**src/rtl/reg_pkg.sv**
```systemverilog
`default_nettype none
// ============================================================================
//  Module      : reg_pkg
//  Description : Shared constants and helpers for the parametrised register
//                file: default geometry, address-width calculation and the
//                byte-enable merge used by both storage words and bypass.
//  Revision    : 1.0 - initial release
// ============================================================================
package reg_pkg;

   localparam int REG_WIDTH_DEFAULT = 32;
   localparam int REG_DEPTH_DEFAULT = 32;

   // Widest word the merge helper handles; callers extend to this width and
   // truncate the result back, so unused upper bytes fold away in synthesis.
   localparam int REG_MAX_WIDTH = 1024;

   // Address width for a given depth, never less than one bit.
   function automatic int addr_width(input int depth);
      return (depth > 2) ? $clog2(depth) : 1;
   endfunction

   // Byte-wise merge: enabled bytes come from new_word, the rest from old_word.
   function automatic logic [REG_MAX_WIDTH-1:0] byte_merge(
      input logic [REG_MAX_WIDTH-1:0]   old_word,
      input logic [REG_MAX_WIDTH-1:0]   new_word,
      input logic [REG_MAX_WIDTH/8-1:0] be
   );
      logic [REG_MAX_WIDTH-1:0] merged;
      merged = old_word;
      for (int k = 0; k < REG_MAX_WIDTH / 8; k++) begin
         if (be[k]) begin
            merged[8*k +: 8] = new_word[8*k +: 8];
         end
      end
      return merged;
   endfunction

endpackage
`default_nettype wire

```
**src/rtl/reg_word.sv**
```systemverilog
`default_nettype none
// ============================================================================
//  Module      : reg_word
//  Description : One WIDTH-bit storage word with byte enables, asynchronous
//                active-high reset and synchronous clear (clear beats write).
//  Revision    : 1.0 - initial release
// ============================================================================
module reg_word
   import reg_pkg::*;
#(
   parameter int WIDTH = REG_WIDTH_DEFAULT
)(
   input  logic               clk,
   input  logic               rst,
   input  logic               clr,
   input  logic               we,
   input  logic [WIDTH-1:0]   wdata,
   input  logic [WIDTH/8-1:0] be,
   output logic [WIDTH-1:0]   q
);

   logic [WIDTH-1:0] merged;

   assign merged = WIDTH'(byte_merge(REG_MAX_WIDTH'(q),
                                     REG_MAX_WIDTH'(wdata),
                                     (REG_MAX_WIDTH/8)'(be)));

   // Word update: reset and clear zero the word, otherwise enabled bytes load.
   always_ff @(posedge clk or posedge rst) begin
      if (rst) begin
         q <= '0;
      end else if (clr) begin
         q <= '0;
      end else if (we) begin
         q <= merged;
      end
   end

endmodule
`default_nettype wire

```
**src/rtl/reg_file_param.sv**
```systemverilog
`default_nettype none
// ============================================================================
//  Module      : reg_file_param
//  Description : Parametrised register file, one byte-enabled write port and
//                two independent read ports. Optional hardwired-zero word 0,
//                write-to-read bypass and registered read data.
//  Revision    : 1.0 - initial release
// ============================================================================
module reg_file_param
   import reg_pkg::*;
#(
   parameter  int WIDTH    = REG_WIDTH_DEFAULT,
   parameter  int DEPTH    = REG_DEPTH_DEFAULT,
   parameter  int ZERO_REG = 1,
   parameter  int BYPASS   = 1,
   parameter  int RD_REG   = 0,
   localparam int ADDR_W   = addr_width(DEPTH),
   localparam int NBYTES   = WIDTH / 8
)(
   input  logic              clk,
   input  logic              rst,
   input  logic              clr,
   input  logic              wr_en,
   input  logic [ADDR_W-1:0] wr_addr,
   input  logic [WIDTH-1:0]  wr_data,
   input  logic [NBYTES-1:0] wr_be,
   input  logic [ADDR_W-1:0] rd_addr_a,
   output logic [WIDTH-1:0]  rd_data_a,
   input  logic [ADDR_W-1:0] rd_addr_b,
   output logic [WIDTH-1:0]  rd_data_b
);

   // Depth widened by one bit so the range compare also works when DEPTH is
   // exactly 2**ADDR_W.
   localparam logic [ADDR_W:0] DEPTH_EXT = (ADDR_W + 1)'(DEPTH);

   logic [WIDTH-1:0]  word_q [DEPTH];
   logic              wr_in_range;
   logic              wr_to_zero;
   logic              wr_live;
   logic [ADDR_W-1:0] rd_addr_p [2];
   logic [WIDTH-1:0]  rd_comb   [2];
   logic [WIDTH-1:0]  rd_out    [2];

   assign wr_in_range = ({1'b0, wr_addr} < DEPTH_EXT);
   assign wr_to_zero  = (ZERO_REG != 0) && (wr_addr == '0);

   // A write that will actually land at the next edge; only these bypass.
   assign wr_live = wr_en && !clr && wr_in_range && !wr_to_zero;

   // --------------------------------------------------------------------
   // Storage: one word per address; word 0 is a constant when hardwired.
   // Out-of-range write addresses match no instance, so they are dropped.
   // --------------------------------------------------------------------
   for (genvar i = 0; i < DEPTH; i++) begin : g_word
      if ((ZERO_REG != 0) && (i == 0)) begin : g_zero
         assign word_q[i] = '0;
      end else begin : g_store
         logic we;
         assign we = wr_en && (wr_addr == ADDR_W'(i));

         reg_word #(
            .WIDTH (WIDTH)
         ) u_word (
            .clk   (clk),
            .rst   (rst),
            .clr   (clr),
            .we    (we),
            .wdata (wr_data),
            .be    (wr_be),
            .q     (word_q[i])
         );
      end
   end

   assign rd_addr_p[0] = rd_addr_a;
   assign rd_addr_p[1] = rd_addr_b;

   // --------------------------------------------------------------------
   // Read ports: range check, optional bypass merge, optional output reg.
   // --------------------------------------------------------------------
   for (genvar p = 0; p < 2; p++) begin : g_port
      logic             in_range;
      logic [WIDTH-1:0] stored;
      logic [WIDTH-1:0] merged;
      logic             hit;

      assign in_range = ({1'b0, rd_addr_p[p]} < DEPTH_EXT);
      assign stored   = in_range ? word_q[rd_addr_p[p]] : '0;
      assign merged   = WIDTH'(byte_merge(REG_MAX_WIDTH'(stored),
                                          REG_MAX_WIDTH'(wr_data),
                                          (REG_MAX_WIDTH/8)'(wr_be)));
      assign hit      = (BYPASS != 0) && wr_live && (wr_addr == rd_addr_p[p]);
      assign rd_comb[p] = hit ? merged : stored;

      if (RD_REG != 0) begin : g_rd_reg
         logic [WIDTH-1:0] rd_q;

         // Capture exactly what the combinational path shows at this edge.
         always_ff @(posedge clk or posedge rst) begin
            if (rst) begin
               rd_q <= '0;
            end else begin
               rd_q <= rd_comb[p];
            end
         end

         assign rd_out[p] = rd_q;
      end else begin : g_rd_comb
         assign rd_out[p] = rd_comb[p];
      end
   end

   assign rd_data_a = rd_out[0];
   assign rd_data_b = rd_out[1];

endmodule
`default_nettype wire

```
**config.mk**
```make
export PLATFORM = sky130hd
export DESIGN_NAME = reg_file_param
export DESIGN_NICKNAME = d
export VERILOG_FILES = /design/src/rtl/reg_pkg.sv /design/src/rtl/reg_word.sv /design/src/rtl/reg_file_param.sv
export SDC_FILE = /design/constraint.sdc
export NUM_CORES = 2
export LEC_CHECK = 0
export CORE_MARGIN = 1.5
export CORE_UTILIZATION = 25
export DETAILED_ROUTE_END_ITERATION = 16
export GPL_TIMING_DRIVEN = 0
export SLEW_MARGIN = 0
export SYNTH_ARGS = -nofsm -noshare
export SYNTH_HDL_FRONTEND = slang
export SYNTH_SLANG_ARGS = --single-unit
```
**constraint.sdc**
```tcl
create_clock -name clk -period 34 [get_ports clk]
set_input_delay 6.8 -clock clk [delete_from_list [all_inputs] [get_ports clk]]
set_output_delay 6.8 -clock clk [all_outputs]
set_load 0.005 [all_outputs]
```
==> metrics.txt <==
die height around 460 um; sequential share of power 0.431; post-synthesis register bit count slightly below 1000; Worst slew margin 0.107; Pleak 24.8 nW; global-route wire length before repair between 300000 and 400000 um; Pwr Total ~3.1 mW; number of hold buffers added after CTS 0; max reg flops between 900 and 1000; worst r2r src g_word[2].g_store.u_word.q[21]$_DFFE_PP0P_; status complete, no violations; DP Cell Count between 7000 and 8000; clock period minus worst slack ~19000 ps; Ys Warns 0; die area about 210000 um^2; DP Area between 50000 and 60000 um^2; mapped cell area 52200 um^2; Worst Setup Slack post-DPL 15630 ps; final instance area roughly 61000 um^2; Clock Path Buffers 3; hold path startpoint g_word[19].g_store.u_word.q[6]$_DFFE_PP0P_; Mapped Cells 4902; setup slack, reg-to-reg around 33000 ps; R2R cell count 2; synth unique cells 37; CP max-delay cell nor2_1; critical path class primary input to output port; final-report max-slew violation count 0; slowest cell delay on critical path between 900 and 1000 ps; die width roughly 460 um; top cells by count, synth nand2_1, o21ai_0, dfrtp_1; HP Class register to register; Layout area overhead 16.9%; NetSw about 0.93 mW; critical path fanouts, max 10; endpoints failing setup 0; largest net degree at the start of global routing 45; vias post-DR 44900; Power per Cell Area between 50 and 60 nW/um^2; highest clock rate roughly 54 MHz; Synth top area share 0.476; Post-DRT Antenna Nets 0; TritonRoute pass-1 iters 8; delay-heaviest family, CP buffers and inverters; Worst Max-Slew Pin Slew around 1300 ps; Buffers on Ports around 110; initial antenna violation count 20; setup_tns 0 ps; Comb power frac 0.171; CTS Root Cell clkbuf_16; vias per cell 5.59; area of the multi-input gates 25300 um^2; Post-synth EDFFs 0; nets around 5200; Synth Flop Type dfrtp_1; Top Ports around 120; Detailed Route Iter0 Violations between 6000 and 7000; Post-Layout Cell Count 8029; setup slack after layout roughly 15000 ps; Synth Area per Inst between 10 and 15 um^2; crit-path cells clkdlybuf4s50_1 -> buf_2 -> buf_2 -> nor2_1 -> clkbuf_1 -> a22oi_1 -> a21oi_1 -> a31oi_1 -> mux2i_1 -> clkdlybuf4s50_1; Worst setup SP type primary input; Top reg by flops g_word.g_store.u_word.q; most frequent cell after synthesis nand2_1; Max Cap Violations 0; Storage cell area around 25000 um^2; GPL Wtd Cong ~1.0; switching share of total power 0.299; Internal around 2.2 mW; share of async-settable or async-resettable flops after synthesis 1.00; core area 207000 um^2; CP Capture Type output port; WP data arrival between 10000 and 15000 ps; total grt overflow 0; post-synth net total ~5000; WHS Endpoint g_word[19].g_store.u_word.q[6]$_DFFE_PP0P_; number of global-route vias before repair between 40000 and 50000; wire per inst between 20 and 30 um; # fillers 21500; layout cell share with drive strength beyond 1 0.164; Critical path buffers and inverters 5; Peak VDD IR 0.0000445 V; CTS tree done; final hold vios 0; clk sinks 992; Row Count 167; DRC viols 0; reg-to-reg critical path endpoint g_word[2].g_store.u_word.q[21]$_DFFE_PP0P_; post-cts sizing count 0; dpl hpwl approximately 170000 um; Clock Power Share 0.397; largest area contributor in the netlist dfrtp_1; Max H-tree Level 3; worst-skew pair later-pin latency 770 ps; All-Layer GR Usage 0.204; RSZ-0062 raised after global routing false; Req. time, crit path around 27000 ps; clock buffer count from CTS between 100 and 150; Seq/Total Area, Yosys 0.476; hold path cells 2; synth top area cells dfrtp_1, mux4_2, o21ai_0; top flop regs g_word.g_store.u_word.q (992); Initial Utilization 0.252; post-CTS setup buffer count 0; clock skew 0 ps; Post-Route WL around 220000 um; Final period util 0.549; Reg clk slew, reported paths 60 ps
-- final cells by class --
cell class / instances / area share
multi-input combinational: 3409 / 0.415
timing repair buffer: 136 / 0.0268
tap: 2788 / 0.0572
clock buffer: 150 / 0.0507
sequential: 992 / 0.407
buffer: 464 / 0.0315
antenna: 9 / 0.000369
clock inverter: 44 / 0.00950
inverter: 37 / 0.00234
-- per-layer routing --
layer  global-route usage  wire (um)
met5                    0         89
met4                0.130      16400
met3               0.0660      25600
met2                0.303      95600
met1                0.254      82600
-- stage by stage --
| stage | util | hold WS, ps |
|---|---|---|
| after global routing | 0.294 | 516 |
| final | 0.294 | 493 |
| after global placement | 0.274 | 473 |
| after floorplan | - | 460 |
| after CTS | 0.294 | 500 |
| after detailed placement | 0.277 | 487 |
-- how the worst max path moves through the flow --
stage	slack, ps	to	start	cells past startpoint
floorplan	13530	g_word[10].g_store.u_word.q[0]$_DFFE_PP0P_	rst	1
global placement	7620	g_word[22].g_store.u_word.q[16]$_DFFE_PP0P_	rst	2
detailed placement	15630	rd_data_b[14]	rd_addr_b[2]	10
CTS	15650	rd_data_b[14]	rd_addr_b[2]	10
global route	15480	rd_data_b[14]	rd_addr_b[2]	10
finish	15330	rd_data_b[14]	rd_addr_b[2]	10
-- worst reg2reg max path: stages (launching register included) --
cell     delay [ps]
dfrtp_1         410
nand2_1          70
o21ai_0         120
-- layout by cell type, fill, tap and decap left out, types with 20 or more instances in the layout --
cell             Yosys  routed
o221ai_1            24      24
nand2b_1            35      35
a21oi_1            172     172
buf_2               83      84
buf_12               0      28
clkbuf_16            0     108
clkbuf_1           341     360
clkbuf_8             0      23
nand3_1             34      34
buf_1               23      23
a221oi_1            32      32
o21ai_0           1017    1017
mux4_2             414     414
and3_1              31      31
mux2_2             136     136
nand2_1           1075    1075
a22oi_1            169     169
clkdlybuf4s50_1      0     107
a31oi_1             72      72
dfrtp_1            992     992
inv_1               36      35
clkinv_2             0      20
mux2i_1            106     106
-- power by group through the flow --
stage / Combinational [mW] / Sequential (mW) / Clock, mW
final: 0.536 / 1.35 / 1.24
after global routing: 0.562 / 1.36 / 1.29
after CTS: 0.522 / 1.34 / 1.24
after detailed placement: 0.520 / 1.36 / 0
after global placement: 0.503 / 1.36 / 0
after floorplan: 0.317 / 1.34 / 0
-- kinds of logic after synthesis --
| logic type | count (synthesis) | synth area share |
|---|---|---|
| mux | 656 | 0.228 |
| simple gates | 1225 | 0.0939 |
| compound gates | 1518 | 0.161 |
| xor+xnor | 10 | 0.00168 |
| flops | 992 | 0.476 |
| buf+inv | 501 | 0.0395 |
Note: power is estimated with default switching activity, not from simulation.
